## src/rtl/ifu_fetch_if.sv

```systemverilog
// ifu_fetch_if: fetch-stage bus between D stage/hazard unit, instruction memory and ifu_fetch.
// Optional IFU_PERF_COUNT_EN adds the perf_fetch/perf_stall counter outputs.
interface ifu_fetch_if;
    logic        stall;
    logic [1:0]  npc_sel;
    logic        br_taken;
    logic [15:0] br_imm;
    logic [25:0] j_index;
    logic [31:0] jr_target;
    logic [31:0] im_addr;
    logic [31:0] im_instr;
    logic [31:0] pc_f;
    logic [31:0] instr_d;
    logic [31:0] pc_d;
    logic [31:0] pc8_d;
    logic        fetch_fault;
    logic        fault_d;
`ifdef IFU_PERF_COUNT_EN
    logic [31:0] perf_fetch;
    logic [31:0] perf_stall;
    modport master(
        output stall, npc_sel, br_taken, br_imm, j_index, jr_target, im_instr,
        input  im_addr, pc_f, instr_d, pc_d, pc8_d, fetch_fault, fault_d, perf_fetch, perf_stall
    );
    modport slave(
        input  stall, npc_sel, br_taken, br_imm, j_index, jr_target, im_instr,
        output im_addr, pc_f, instr_d, pc_d, pc8_d, fetch_fault, fault_d, perf_fetch, perf_stall
    );
`else
    modport master(
        output stall, npc_sel, br_taken, br_imm, j_index, jr_target, im_instr,
        input  im_addr, pc_f, instr_d, pc_d, pc8_d, fetch_fault, fault_d
    );
    modport slave(
        input  stall, npc_sel, br_taken, br_imm, j_index, jr_target, im_instr,
        output im_addr, pc_f, instr_d, pc_d, pc8_d, fetch_fault, fault_d
    );
`endif
endinterface

```

## src/rtl/ifu_fetch.sv

```systemverilog
// ifu_fetch: F-stage PC, next-PC selection and IF/ID register with architectural delay slot.
// Optional IFU_PERF_COUNT_EN adds saturating fetch/stall counters.
module ifu_fetch #(
    parameter logic [31:0] RESET_PC = 32'h0000_3000,
    parameter logic [31:0] IM_BASE  = 32'h0000_3000,
    parameter int          IM_WORDS = 4096
) (
    input logic        clk,
    input logic        reset,
    ifu_fetch_if.slave bus
);
    logic [31:0] r_pc_f;
    logic [31:0] r_instr_d;
    logic [31:0] r_pc_d;
    logic        r_fault_d;
    logic [32:0] w_lim;
    logic        w_fault;
    logic [31:0] w_seq;
    logic [31:0] w_br;
    logic [31:0] w_npc;

    // 33-bit upper bound so IM_BASE+4*IM_WORDS cannot wrap to a small value
    assign w_lim   = {1'b0, IM_BASE} + (33'(IM_WORDS) << 2);
    assign w_fault = (|r_pc_f[1:0]) || (r_pc_f < IM_BASE) || ({1'b0, r_pc_f} >= w_lim);
    assign w_seq   = r_pc_f + 32'd4;
    assign w_br    = r_pc_d + 32'd4 + {{14{bus.br_imm[15]}}, bus.br_imm, 2'b00};

    always_comb begin
        w_npc = w_seq;
        case (bus.npc_sel)
            2'd1:    w_npc = bus.br_taken ? w_br : w_seq;
            2'd2:    w_npc = {r_pc_d[31:28], bus.j_index, 2'b00};
            2'd3:    w_npc = bus.jr_target;
            default: w_npc = w_seq;
        endcase
    end

    always_ff @(posedge clk) begin
        if (reset) begin
            r_pc_f    <= RESET_PC;
            r_instr_d <= '0;
            r_pc_d    <= RESET_PC;
            r_fault_d <= 1'b0;
        end else if (!bus.stall) begin
            r_pc_f    <= w_npc;
            r_instr_d <= w_fault ? 32'd0 : bus.im_instr;
            r_pc_d    <= r_pc_f;
            r_fault_d <= w_fault;
        end
    end

    assign bus.im_addr     = r_pc_f;
    assign bus.pc_f        = r_pc_f;
    assign bus.instr_d     = r_instr_d;
    assign bus.pc_d        = r_pc_d;
    assign bus.pc8_d       = r_pc_d + 32'd8;
    assign bus.fetch_fault = w_fault;
    assign bus.fault_d     = r_fault_d;

`ifdef IFU_PERF_COUNT_EN
    logic [31:0] r_perf_fetch;
    logic [31:0] r_perf_stall;

    always_ff @(posedge clk) begin
        if (reset) begin
            r_perf_fetch <= '0;
            r_perf_stall <= '0;
        end else begin
            if (!bus.stall && !w_fault && r_perf_fetch != '1)
                r_perf_fetch <= r_perf_fetch + 32'd1;
            if (bus.stall && r_perf_stall != '1)
                r_perf_stall <= r_perf_stall + 32'd1;
        end
    end

    assign bus.perf_fetch = r_perf_fetch;
    assign bus.perf_stall = r_perf_stall;
`endif
endmodule

```

## src/flat_wrapper.sv

```systemverilog
// flat-port wrapper written by rule: the top's interface ports become plain ports
module ifu_fetch_flat 
#(
    parameter logic [31:0] RESET_PC = 32'h0000_3000,
    parameter logic [31:0] IM_BASE  = 32'h0000_3000,
    parameter int          IM_WORDS = 4096
)
  (clk, reset, bus_stall, bus_npc_sel, bus_br_taken, bus_br_imm, bus_j_index, bus_jr_target, bus_im_instr, bus_im_addr, bus_pc_f, bus_instr_d, bus_pc_d, bus_pc8_d, bus_fetch_fault, bus_fault_d);
  ifu_fetch_if bus_i ();
  input logic clk;
  input logic reset;
  input wire logic [$bits(bus_i.stall)-1:0] bus_stall;
  input wire logic [$bits(bus_i.npc_sel)-1:0] bus_npc_sel;
  input wire logic [$bits(bus_i.br_taken)-1:0] bus_br_taken;
  input wire logic [$bits(bus_i.br_imm)-1:0] bus_br_imm;
  input wire logic [$bits(bus_i.j_index)-1:0] bus_j_index;
  input wire logic [$bits(bus_i.jr_target)-1:0] bus_jr_target;
  input wire logic [$bits(bus_i.im_instr)-1:0] bus_im_instr;
  output wire logic [$bits(bus_i.im_addr)-1:0] bus_im_addr;
  output wire logic [$bits(bus_i.pc_f)-1:0] bus_pc_f;
  output wire logic [$bits(bus_i.instr_d)-1:0] bus_instr_d;
  output wire logic [$bits(bus_i.pc_d)-1:0] bus_pc_d;
  output wire logic [$bits(bus_i.pc8_d)-1:0] bus_pc8_d;
  output wire logic [$bits(bus_i.fetch_fault)-1:0] bus_fetch_fault;
  output wire logic [$bits(bus_i.fault_d)-1:0] bus_fault_d;
  assign bus_i.stall = bus_stall;
  assign bus_i.npc_sel = bus_npc_sel;
  assign bus_i.br_taken = bus_br_taken;
  assign bus_i.br_imm = bus_br_imm;
  assign bus_i.j_index = bus_j_index;
  assign bus_i.jr_target = bus_jr_target;
  assign bus_i.im_instr = bus_im_instr;
  assign bus_im_addr = bus_i.im_addr;
  assign bus_pc_f = bus_i.pc_f;
  assign bus_instr_d = bus_i.instr_d;
  assign bus_pc_d = bus_i.pc_d;
  assign bus_pc8_d = bus_i.pc8_d;
  assign bus_fetch_fault = bus_i.fetch_fault;
  assign bus_fault_d = bus_i.fault_d;
  ifu_fetch #(.RESET_PC(RESET_PC), .IM_BASE(IM_BASE), .IM_WORDS(IM_WORDS)) u_core (.clk(clk), .reset(reset), .bus(bus_i));
endmodule
```

## config.mk

```make
export PLATFORM = sky130hd
export DESIGN_NAME = ifu_fetch_flat
export DESIGN_NICKNAME = d
export VERILOG_FILES = /design/src/rtl/ifu_fetch_if.sv /design/src/rtl/ifu_fetch.sv /design/src/flat_wrapper.sv
export SDC_FILE = /design/constraint.sdc
export NUM_CORES = 1
export LEC_CHECK = 0
export ABC_AREA = 1
export CORE_MARGIN = 2
export CORE_UTILIZATION = 51
export DETAILED_ROUTE_END_ITERATION = 16
export PLACE_DENSITY = 0.87
export REMOVE_ABC_BUFFERS = 1
export SLEW_MARGIN = 20
export SYNTH_ARGS = -nofsm -noshare
export SYNTH_HDL_FRONTEND = slang
export SYNTH_SLANG_ARGS = --single-unit
```

## constraint.sdc

```tcl
create_clock -name clk -period 4.75 [get_ports clk]
set_input_delay 0.95 -clock clk [delete_from_list [all_inputs] [get_ports clk]]
set_output_delay 0.95 -clock clk [all_outputs]
set_load 0.1 [all_outputs]
```

==> results.yml <==
sta:
  tns_ns: 0
  slew_violations: 0
  worst_pin_slew_ns: 1.08
  fmax_mhz: 257
  slew_headroom_pct: 28.1
  setup_viol: 0
  final-hold-violation-count: 0
  period_needed_ns: 3.89
  fin_worst_skew_ns: 0.0134
  whs_ns: 0.458
  rsz0062_at_grt: "false"
  finalCritPeriodShare_pct: 81.9
critical_path:
  r2r_end: "u_core.bus.im_addr[19]"
  r2r-start: "u_core.bus.pc_d[3]"
  crit_chain: "ha_1 > nand2_2 > nor3_4 > nand2_2 > xnor2_1 > clkdlybuf4s50_1"
  ff2ff_setup_slack_ns: 1.93
  slowest_delay_ns: 1.15
  cp-end-kind: "output pin"
  crit_path_top_delay_cell: "clkdlybuf4s50_1"
  rr_worst_depth: 14
  cp.required_ns: 3.80
  crit_path_start_kind: "flip-flop"
  cp_common_cell: "nand2_2"
  cpLargestDelayFamily: "buffers and inverters"
  cp.arrival_ns: 2.94
  cp_max_fo: 6
  worst-setup-path-type: "reg2out"
  path_buf_inv: 1
hold_path:
  hold_class: "reg2reg"
  holdCritStartpoint: "u_core.bus.instr_d[29]"
  hold_end: "u_core.bus.instr_d[29]"
  hold_depth: 2
synthesis:
  synth_top_area_cell: "dfxtp_1"
  synthXorXnorAreaFrac_pct: 3.76
  syn_area_um2: 8380
  synth_common_cells: "348 x nand2_1, 197 x inv_1, 114 x a21oi_1"
  synth_top_family_by_area: "simple AND/OR/NAND/NOR gates"
  synthAdderAreaFrac_pct: 9.19
  synth-compound-area-share_pct: 15.4
  muxShareOfSynthArea_pct: 0
  ys_warn_count: 0
  yosys-top-cells-area: "dfxtp_1 23%, nand2_1 16%, ha_1 9.0%"
  async_flop_share_pct: 0
  ys_ff_latch: 97
  synth_top_area_share_pct: 23.2
  ys.flop_type: "dfxtp_1"
  synth_most_common_cell: "nand2_1"
  ys_types: 52
  avgSynthCellArea_um2: 6.19
  synth-simple-area-share_pct: 33.9
  synth-edff-count: 0
  syn_inst: 1355
  synth_seq_area_share_pct: 23.2
floorplanning:
  rows: 46
  die_h_um: 132
  start_util_pct: 52.4
  ios: 274
  die_area_um2: 17500
  die_w_um: 132
  coreArea_um2: 16000
pwr:
  intPower_mw: 1.62
  power_frac_clock_pct: 23.9
  p_comb_share_pct: 45.6
  netSwitchingFraction_pct: 47.9
  p_total_mw: 3.11
  p_leak_nw: 5.13
  vdd_drop_max_uv: 203
  netSwitchingPower_mw: 1.49
  power_frac_seq_pct: 30.5
  power.density_nw_per_um2: 276
global_route:
  antenna_found_initial: 0
  grt_max_degree: 56
  grt_pass1_wl_um: 49300
  grt_use_total_pct: 35.5
  overflow: 0
  grt_pass1_vias: 9320
placed_design:
  gp_congestion: 1.04
  dpl.hpwl_um: 25700
  dp_cells: 1775
  port_buffers: 273
detailed_routing:
  wl_per_cell_um: 17.9
  drt_first_pass_iters: 9
  drt_iter0_drc: 949
  drc: 0
  num_vias: 9938
  vias_per_cell: 5.55
  drt_wl_total_um: 32100
  ant_nets: 0
clocking:
  cts_tree: "built"
  cts.sinks: 97
  post_cts.resized_instances: 0
  cts_buffers: 9
  htreeDepth: 3
  path_clk_slew_ns: 0.07
  cts_hold_buf: 0
  insertion_delay_ns: 0.36
  postCtsSetupBuffers: 0
  clk_path_buf_depth: 2
  clockRootBuffer: "clkbuf_16"
final_layout:
  final_nets: 1743
  drive_gt1_share_pct: 5.02
  area_growth_pct: 34.2
  final_util_pct: 70.3
  final_cells: 1791
  num_antenna_cells: 0
outcome:
  status: "finished, final reports clean"
job:
  maxCapViolCount: 0
-- cells by family (layout without fill, tap and decap cells) --
| family | after synthesis | in the layout |
|---|---|---|
| compound gates | 239 | 239 |
| flops | 97 | 97 |
| xor+xnor | 36 | 36 |
| simple gates | 640 | 640 |
| buf+inv | 282 | 502 |
| fa+ha+maj | 61 | 61 |
-- power by group through the flow --
stage | registers [mW] | logic, mW | clock network [mW]
6_report | 0.948 | 1.42 | 0.743
5_1_grt | 0.951 | 1.49 | 0.775
4_1_cts | 0.943 | 1.40 | 0.745
2_1_floorplan | 1.40 | 0.522 | 0
3_3_place_gp | 0.961 | 1.39 | 0
3_5_place_dp | 0.962 | 1.40 | 0
-- sequential cells by signal, summed over array words and instances, names as in the netlist --
signal,cells
u_core.bus.fault_d,1
u_core.bus.im_addr,32
u_core.bus.instr_d,32
u_core.bus.pc_d,32
-- tightest hold or removal path, stage by stage (launching register included) --
cell and delay [ns]:
dfxtp_1 0.31, nand2_1 0.05, a21oi_1 0.05
-- how the worst max path moves through the flow --
stage / startpoint / cells past startpoint / end
final: u_core.bus.pc_d[3] / 6 / bus_pc8_d[13]
after global routing: u_core.bus.pc_d[3] / 11 / bus_pc8_d[27]
after detailed placement: bus_br_imm[15] / 13 / u_core.bus.im_addr[19]
after floorplan: u_core.bus.pc_d[4] / 9 / bus_pc8_d[25]
after global placement: bus_br_imm[15] / 13 / u_core.bus.im_addr[19]
after CTS: u_core.bus.pc_d[3] / 6 / bus_pc8_d[13]
-- per-layer routing --
layer  up-vias  track usage, %  wire length, um
met5         -               0                0
met2       541            59.1            14600
met3        89            6.11             2960
met1      4517            45.0            13100
met4         0            16.2             1430
li1       4791               -                -
-- layout make-up --
class | instances | area (um^2)
Multi-Input combinational cell | 976 | 5220
Fill cell | 1455 | 4750
Timing Repair Buffer | 281 | 2750
Sequential cell | 97 | 1940
Inverter | 205 | 769
Tap cell | 216 | 270
Clock buffer | 10 | 239
Clock inverter | 6 | 57.6
-- metrics by stage --
stage | worst slack [ns] | cell area [um^2]
2_1_floorplan | -0.0955 | 7930
4_1_cts | 0.871 | 11300
3_3_place_gp | 0.662 | 11000
5_1_grt | 0.765 | 11300
3_5_place_dp | 0.642 | 11000
6_report | 0.862 | 11300
-- layout by cell type (no fill, tap or decap), types with 3 or more instances in the layout --
| cell type | count |
|---|---|
| inv_2 | 5 |
| clkinv_1 | 3 |
| inv_1 | 197 |
| nand2_2 | 6 |
| clkbuf_16 | 9 |
| nand2_1 | 348 |
| o221ai_1 | 3 |
| nand2_4 | 3 |
| o21bai_1 | 7 |
| clkdlybuf4s50_1 | 254 |
| buf_4 | 24 |
| nor2_4 | 6 |
| nand3_2 | 3 |
| nand3_1 | 81 |
| xnor2_1 | 7 |
| clkinv_4 | 3 |
| nor4_1 | 10 |
| nor2_2 | 4 |
| and2_1 | 4 |
| o211ai_1 | 8 |
| a31oi_1 | 3 |
| nand4_1 | 31 |
| nor3_1 | 19 |
| nand3b_1 | 4 |
| a21oi_1 | 114 |
| dfxtp_1 | 97 |
| nor2_1 | 105 |
| xor2_1 | 29 |
| a21o_1 | 3 |
| ha_1 | 60 |
| o21ai_0 | 87 |
| a211oi_1 | 3 |
| or2_2 | 3 |
Note: power is estimated with default switching activity, not from simulation.
